$ cat config.mk
export PLATFORM = sky130hd
export DESIGN_NAME = semaforo_sched
export DESIGN_NICKNAME = d
export VERILOG_FILES = /design/src/rtl/semaforo_pkg.sv /design/src/rtl/semaforo_timer.sv /design/src/rtl/semaforo_sched.sv
export SDC_FILE = /design/constraint.sdc
export NUM_CORES = 1
export LEC_CHECK = 0
export CAP_MARGIN = 20
export CORE_MARGIN = 2
export CORE_UTILIZATION = 40
export CTS_CLUSTER_DIAMETER = 40
export DETAILED_ROUTE_END_ITERATION = 12
export PLACE_DENSITY_LB_ADDON = 0.12
export SLEW_MARGIN = 15
export SYNTH_ARGS = -nofsm -noshare
export SYNTH_HDL_FRONTEND = slang
export SYNTH_SLANG_ARGS = --single-unit
$ cat constraint.sdc
create_clock -name clk -period 1.8 [get_ports clk]
set_input_delay 0.27 -clock clk [delete_from_list [all_inputs] [get_ports clk]]
set_output_delay 0.27 -clock clk [all_outputs]
set_load 0.01 [all_outputs]
$ cat src/rtl/semaforo_pkg.sv
// Shared definitions for the semaforo intersection controller: phase encodings,
// lamp patterns, default durations and duration helpers.
package semaforo_pkg;

    localparam int unsigned CNT_W   = 4;
    localparam int unsigned PHASE_W = 3;
    localparam int unsigned LAMP_W  = 3;

    localparam int unsigned DEF_ALLRED_T  = 1;
    localparam int unsigned DEF_WALK_T    = 5;
    localparam int unsigned DEF_MIN_GREEN = 3;

    typedef enum logic [PHASE_W-1:0] {
        S_A_G    = 3'd0,
        S_A_Y    = 3'd1,
        S_AR_AB  = 3'd2,
        S_B_G    = 3'd3,
        S_B_Y    = 3'd4,
        S_AR_BA  = 3'd5,
        S_WALK   = 3'd6,
        S_UNUSED = 3'd7
    } state_e;

    localparam logic [LAMP_W-1:0] RED = 3'b100;
    localparam logic [LAMP_W-1:0] YEL = 3'b010;
    localparam logic [LAMP_W-1:0] GRN = 3'b001;

    // Switch durations of zero run for one tick.
    function automatic logic [CNT_W-1:0] dur4(input logic [CNT_W-1:0] v);
        return (v == '0) ? CNT_W'(1) : v;
    endfunction

    function automatic logic [CNT_W-1:0] dur3(input logic [2:0] v);
        return (v == '0) ? CNT_W'(1) : {1'b0, v};
    endfunction

    function automatic logic [LAMP_W-1:0] lamp_a(input state_e s);
        return (s == S_A_G) ? GRN : (s == S_A_Y) ? YEL : RED;
    endfunction

    function automatic logic [LAMP_W-1:0] lamp_b(input state_e s);
        return (s == S_B_G) ? GRN : (s == S_B_Y) ? YEL : RED;
    endfunction

endpackage

$ cat src/rtl/semaforo_timer.sv
// Loadable phase down-counter; load wins over the tick enable, last flags count==1.
module semaforo_timer
    import semaforo_pkg::*;
#(
    parameter logic [CNT_W-1:0] RST_VAL = 4'd1
) (
    input  logic             clk,
    input  logic             rst,
    input  logic             load_i,
    input  logic [CNT_W-1:0] load_val_i,
    input  logic             en_i,
    output logic [CNT_W-1:0] count_o,
    output logic             last_o
);

    logic [CNT_W-1:0] count_q, count_d;
    logic             last_q;

    always_comb begin
        count_d = count_q;
        if (load_i) begin
            count_d = load_val_i;
        end else if (en_i) begin
            count_d = count_q - CNT_W'(1);
        end
    end

    always_ff @(posedge clk) begin
        if (rst) begin
            count_q <= RST_VAL;
            last_q  <= (RST_VAL == CNT_W'(1));
        end else begin
            count_q <= count_d;
            last_q  <= (count_d == CNT_W'(1));
        end
    end

    assign count_o = count_q;
    assign last_o  = last_q;

endmodule

$ cat src/rtl/semaforo_sched.sv
// Phase scheduler for the two-road intersection: A/B green-yellow-allred cycle
// with an inserted pedestrian WALK phase, all timed from the 1 Hz tick.
module semaforo_sched
    import semaforo_pkg::*;
#(
    parameter int unsigned ALLRED_T  = DEF_ALLRED_T,
    parameter int unsigned WALK_T    = DEF_WALK_T,
    parameter int unsigned MIN_GREEN = DEF_MIN_GREEN
) (
    input  logic               clk,
    input  logic               rst,
    input  logic               tick,
    input  logic               ped_btn,
    input  logic [CNT_W-1:0]   green_a,
    input  logic [CNT_W-1:0]   green_b,
    input  logic [2:0]         yellow_t,
    output logic [LAMP_W-1:0]  light_a,
    output logic [LAMP_W-1:0]  light_b,
    output logic               walk,
    output logic               ped_pending,
    output logic [PHASE_W-1:0] phase,
    output logic [CNT_W-1:0]   count
);

    localparam logic [CNT_W-1:0] ALLRED_V = CNT_W'(ALLRED_T);
    localparam logic [CNT_W-1:0] WALK_V   = CNT_W'(WALK_T);
    localparam logic [CNT_W-1:0] MING_V   = CNT_W'(MIN_GREEN);

    state_e           state_q, state_d;
    logic             next_b_q, next_b_d;
    logic             pend_q, pend_d;
    logic             btn_q;
    logic             btn_rise_c;
    logic             load_c;
    logic [CNT_W-1:0] load_val_c;
    logic [CNT_W-1:0] count_q;
    logic             last_q;

    assign btn_rise_c = ped_btn & ~btn_q;

    semaforo_timer #(
        .RST_VAL (ALLRED_V)
    ) u_timer (
        .clk        (clk),
        .rst        (rst),
        .load_i     (load_c),
        .load_val_i (load_val_c),
        .en_i       (tick),
        .count_o    (count_q),
        .last_o     (last_q)
    );

    // Next phase, counter load and request bookkeeping.
    always_comb begin
        state_d    = state_q;
        load_c     = 1'b0;
        load_val_c = '0;
        next_b_d   = next_b_q;
        pend_d     = pend_q;

        if (state_q == S_AR_AB) next_b_d = 1'b1;
        if (state_q == S_AR_BA) next_b_d = 1'b0;

        if (state_q == S_UNUSED) begin
            state_d    = S_AR_BA;
            load_c     = 1'b1;
            load_val_c = ALLRED_V;
        end else if (tick && last_q) begin
            load_c = 1'b1;
            case (state_q)
                S_A_G: begin
                    state_d    = S_A_Y;
                    load_val_c = dur3(yellow_t);
                end
                S_A_Y: begin
                    state_d    = S_AR_AB;
                    load_val_c = ALLRED_V;
                end
                S_AR_AB: begin
                    state_d    = pend_q ? S_WALK : S_B_G;
                    load_val_c = pend_q ? WALK_V : dur4(green_b);
                end
                S_B_G: begin
                    state_d    = S_B_Y;
                    load_val_c = dur3(yellow_t);
                end
                S_B_Y: begin
                    state_d    = S_AR_BA;
                    load_val_c = ALLRED_V;
                end
                S_AR_BA: begin
                    state_d    = pend_q ? S_WALK : S_A_G;
                    load_val_c = pend_q ? WALK_V : dur4(green_a);
                end
                S_WALK: begin
                    state_d    = next_b_q ? S_B_G : S_A_G;
                    load_val_c = next_b_q ? dur4(green_b) : dur4(green_a);
                end
                default: begin
                    state_d    = S_AR_BA;
                    load_val_c = ALLRED_V;
                end
            endcase
        end else if (btn_rise_c && (state_q == S_A_G || state_q == S_B_G)
                     && (count_q > MING_V)) begin
            load_c     = 1'b1;
            load_val_c = MING_V;
        end

        if (state_d == S_WALK && state_q != S_WALK) begin
            pend_d = 1'b0;
        end else if (btn_rise_c && state_q != S_WALK) begin
            pend_d = 1'b1;
        end
    end

    // Lamps are registered from the next state so they track state_q exactly.
    always_ff @(posedge clk) begin
        if (rst) begin
            state_q  <= S_AR_BA;
            next_b_q <= 1'b0;
            pend_q   <= 1'b0;
            btn_q    <= 1'b0;
            light_a  <= RED;
            light_b  <= RED;
            walk     <= 1'b0;
        end else begin
            state_q  <= state_d;
            next_b_q <= next_b_d;
            pend_q   <= pend_d;
            btn_q    <= ped_btn;
            light_a  <= lamp_a(state_d);
            light_b  <= lamp_b(state_d);
            walk     <= (state_d == S_WALK);
        end
    end

    assign phase       = PHASE_W'(state_q);
    assign count       = count_q;
    assign ped_pending = pend_q;

endmodule

# After elaboration in Yosys (flattened, before gate mapping)
# Index checks and enable logic that the tools add are counted.
dict set report classes {
  n_reduce_logical 16
  bitwise 2
  eq_ne 12
  muxes 25
  n_lt_le_gt_ge 1
  add_sub_neg 1
}
# cell n
set ops {}
lappend ops {{$mux W4} 9}
lappend ops {{$mux W3} 9}
lappend ops {{$pmux W3 S6} 1}
lappend ops {{$pmux W4 S4} 1}
lappend ops {{$eq A3 B3 Y1 const B} 5}
lappend ops {{$reduce_or A2 Y1} 5}
lappend ops {{$eq A3 B2 Y1 const B} 3}
lappend ops {{$logic_not A3 Y1} 3}
lappend ops {{$logic_not A4 Y1} 2}
lappend ops {{$eq A3 B1 Y1 const B} 2}
lappend ops {{$logic_and A1 B1 Y1} 5}
lappend ops {{$eq A4 B1 Y1 const B} 1}
lappend ops {{$gt A4 B2 Y1 const B} 1}
lappend ops {{$mux W2} 2}
lappend ops {{$sub A4 B1 Y4 const B} 1}
lappend ops {{$mux W1} 3}
lappend ops {{$ne A3 B3 Y1 const B} 1}
lappend ops {{$and A1 B1 Y1} 1}
lappend ops {{$logic_or A1 B1 Y1} 1}
lappend ops {{$not A1 Y1} 1}
dict set report word_totals {
  reg_bits 18
  in_bits 15
}

# Longest topological paths before layout
dict set report logic_depth {
  depth_word 9
  ltp_mapped 7
  mapped_depth_nobuf 7
}

# Hierarchy
# Synthesis repeated with hierarchy kept, for this count alone.
dict set report unflattened {
  cells_unflattened 132
  area_unflattened_um2 1172.4
}
# module cells_per_inst area_per_inst_um2 instances seq_area_each_um2
set modules_own_cells {}
lappend modules_own_cells {semaforo_sched 104 903.4 1 260.2}
lappend modules_own_cells {semaforo_timer 28 269.0 1 100.1}

# Worst setup path after synthesis
# No wires, ideal clock.
dict set report synth_path {
  kind {reg-to-reg}
  start {register state_q[2] (netlist: phase[2])}
  end {register u_timer.last_q (netlist: u_timer.last_o)}
  path_stages_with_launch 7
  slack_ns 0.339
  path_buffers 2
  setup_ns 0.128
  t_arrival_ns 1.333
  path_cell_list {dfxtp_1 -> buf_2 -> buf_4 -> a31oi_1 -> a21bo_2 -> a31oi_1 -> nor4b_2}
}
dict set report synth_between {
  elab_chain_cells 9
}
# element line
set synth_rtl {}
lappend synth_rtl {{from (decl)} semaforo_sched.sv:29} ;# state_e state_q, state_d;
lappend synth_rtl {{from (signal assigned)} semaforo_sched.sv:128} ;# state_q <= state_d;
lappend synth_rtl {{parallel branches: the longest is 7 deep, another holds $pmux W4 S4} --}
lappend synth_rtl {{$mux W4 (*)} semaforo_timer.sv:21} ;# if (load_i) begin
lappend synth_rtl {{$eq A4 B1 Y1 (*)} semaforo_timer.sv:34} ;# last_q <= (count_d == CNT_W'(1));
lappend synth_rtl {{to (signal assigned)} semaforo_timer.sv:31} ;# last_q <= (RST_VAL == CNT_W'(1));
lappend synth_rtl {{to (signal assigned)} semaforo_timer.sv:34}
lappend synth_rtl {{to (decl)} semaforo_timer.sv:17} ;# logic last_q;
# Every way passes the cells marked *.
# A chain may end at the register's enable or synchronous reset.

# Worst setup path in the final report
dict set report layout_path {
  start {register state_q[2] (netlist: phase[2])}
  end {output phase[2]}
}
# element line
set layout_lines {}
lappend layout_lines {{to (decl)} semaforo_sched.sv:21} ;# output logic [PHASE_W-1:0] phase,
# No word-level cell between the ends.

==> reports/metrics.cfg <==
[run_status]
status = finished, final reports clean

[synthesis]
synthFlopType = dfxtp_1
synth_edf_count = 0
ys_ff_latch = 18
synth_seq_area_share_pct = 33.5
synth_nets = 148
ys_types = 44
netlist_instances = 132
synthArstFlopShare_pct = 0
avgSynthCellArea_sq_um = 8.15
synth_area_sq_mm = 0.00108
ys_warn_count = 0

[route]
ant_nets = 0
drtPass1Iterations = 4
drt-initial-drc-count = 28
routed_wirelength_mm = 2.85
wire_per_inst_um = 14.3
detailroute.via_count = 1129
drc_errors = 0
routed_via_density = 5.65

[final_layout]
drive_gt1_share_pct = 16.5
diodes = 0
layout_common_cells = clkdlybuf4s50_1 (29), dfxtp_1 (15), buf_4 (13)
n_fill_cell = 236
post-route-util_pct = 59.7
area_delta_synth_final_pct = 40.0
nets = 187
layout_commonest_cell = clkdlybuf4s50_1
fin_cells = 200

[cts]
clock-sinks = 18
path_clk_slew_ps = 110
htreeDepth = 1
cts_buffer_depth = 2
cts-root-buf = clkbuf_4
worstSkewPairLatency_ps = 290
cts_tree = done
cts_inserted_buffers = 3

[grt]
grt_overflow_total = 0
antenna_found_initial = 0
grt.total_usage_pct = 20.1
grt_first_pass_wirelength_mm = 5.15
grt_max_degree = 15
grt_pass1_vias = 1075

[power]
static-leakage-power_uw = 0.000579
peakVddDrop_mv = 0.889
power.density_mw_per_mm2 = 1110

[worst_setup_path]
critPathArrivalTime_ps = 1420
crit_fanout = 10
setup.worst_path.end_class = output port
required_ps = 1530
worstSetupPathType = reg2out
cp-start-kind = flop
r2r-start = u_timer.count_o[0]
worstSetupStartpoint = phase[2]

[sta]
drv_slew = 0
setup-violations-final = 0
tightestPinTransition_ps = 512
final.setup_skew_ps = 8.55
period_share_pct = 94.1
slew-limit-headroom_pct = 65.5
max_freq_mhz = 591
hold_violations = 0
period_needed_ps = 1690
rsz0062_at_grt = false

[floorplan]
start_util_pct = 42.7
ioPinCount = 30
die_y_um = 55.9
core-area_sq_mm = 0.00252
std_cell_rows = 18
dieArea_sq_mm = 0.00312
die_w_um = 55.9

[placed_design]
dp.cells = 196
io_buffers = 29
gp_congestion = 0.882
dp_hpwl_mm = 2.23

[job]
drv_cap = 0

[hold_path]
hp-class = in2reg
hold_start = ped_btn

==> stage by stage <==
| step | TNS, ps | power, uW | worst slack (ps) | hold WS, ps | instance area, sq um |
|---|---|---|---|---|---|
| 4_1_cts | 0 | 1680 | 64.5 | 551 | 1500 |
| 2_1_floorplan | 0 | 1070 | 339 | 398 | 1080 |
| 3_5_place_dp | -283 | 1430 | -78.3 | 591 | 1470 |
| 3_3_place_gp | -86.4 | 1430 | -32.0 | 568 | 1470 |
| 6_report | 0 | 1680 | 107 | 548 | 1510 |
| 5_1_grt | 0 | 1800 | 40.7 | 583 | 1510 |
==> synth_stat cells, types with 4 or more instances <==
cell       n  area (sq um)
a21oi_1    5          25.0
nor3_1     4          20.0
nand3_1    4          20.0
nor2_1     9          33.8
o211ai_1   4          30.0
o21ai_0   11          55.1
a31oi_1    6          37.5
nand2_1    8          30.0
nand2b_1   4          25.0
dfxtp_1   18           360
buf_2      5          25.0
inv_1      8          30.0
o22ai_1    4          25.0
==> worst max-delay path, cell delays in order (launching register included) <==
cell	delay, ps
dfxtp_2	430
buf_4	180
clkdlybuf4s50_1	530
==> area by class of cell <==
cell class              instances  area (sq um)  share of cell area [%]
multi-input cells              97           631                    41.9
repair buffers                 43           408                    27.1
flip-flops and latches         18           364                    24.2
well taps                      30          37.5                    2.49
clock buffers                   4          36.3                    2.41
inverters                       8          30.0                    1.99
==> flip-flops by register name (all words and copies together) (netlist names) <==
register	count
u_timer.count_o	4
light_a	3
light_b	3
phase	3
btn_q	1
next_b_q	1
ped_pending	1
u_timer.last_o	1
walk	1
==> where the power goes <==
group          internal, uW  switching, uW  total [uW]
sequential              494           96.5         590
combinational           438            402         841
clock                   123            122         245
==> what timing repair did <==
| action | in CTS | in global routing |
|---|---|---|
| setup endpoints to repair | 1 | 2 |
| gates resized for setup | 1 | 2 |
| hold endpoints to repair | 0 | 0 |
| setup buffers | 0 | 0 |
| gates cloned | 0 | 0 |
| hold buffers | 0 | 0 |
==> worst paths after layout <==
| kind | cells past startpoint | slack [ps] | end |
|---|---|---|---|
| worst max-delay path | 2 | 110 | phase[2] |
| worst min-delay path | 2 | 550 | btn_q |
| worst max register to register | 7 | 160 | u_timer.last_o |
| worst min register to register | 3 | 600 | ped_pending |
==> per-layer routing <==
metal  part of all wire, %  vias up  GRT usage [%]
met5                     0        -              0
met4                  0.49        0           3.06
met3                   6.4        2           3.02
met2                    46       40           33.2
met1                    47      529           28.2
li1                      -      558              -
==> logic make-up after synthesis <==
family | share of synthesized area [%]
DFF | 33.5
muxes | 1.86
and+or+nand+nor | 23.3
buffers and inverters | 7.91
AOI/OAI and AO/OA | 28.4
xor gates and xnor gates | 3.95
adders and majority gates | 1.16
No activity file was read; power rests on OpenSTA's default activity.
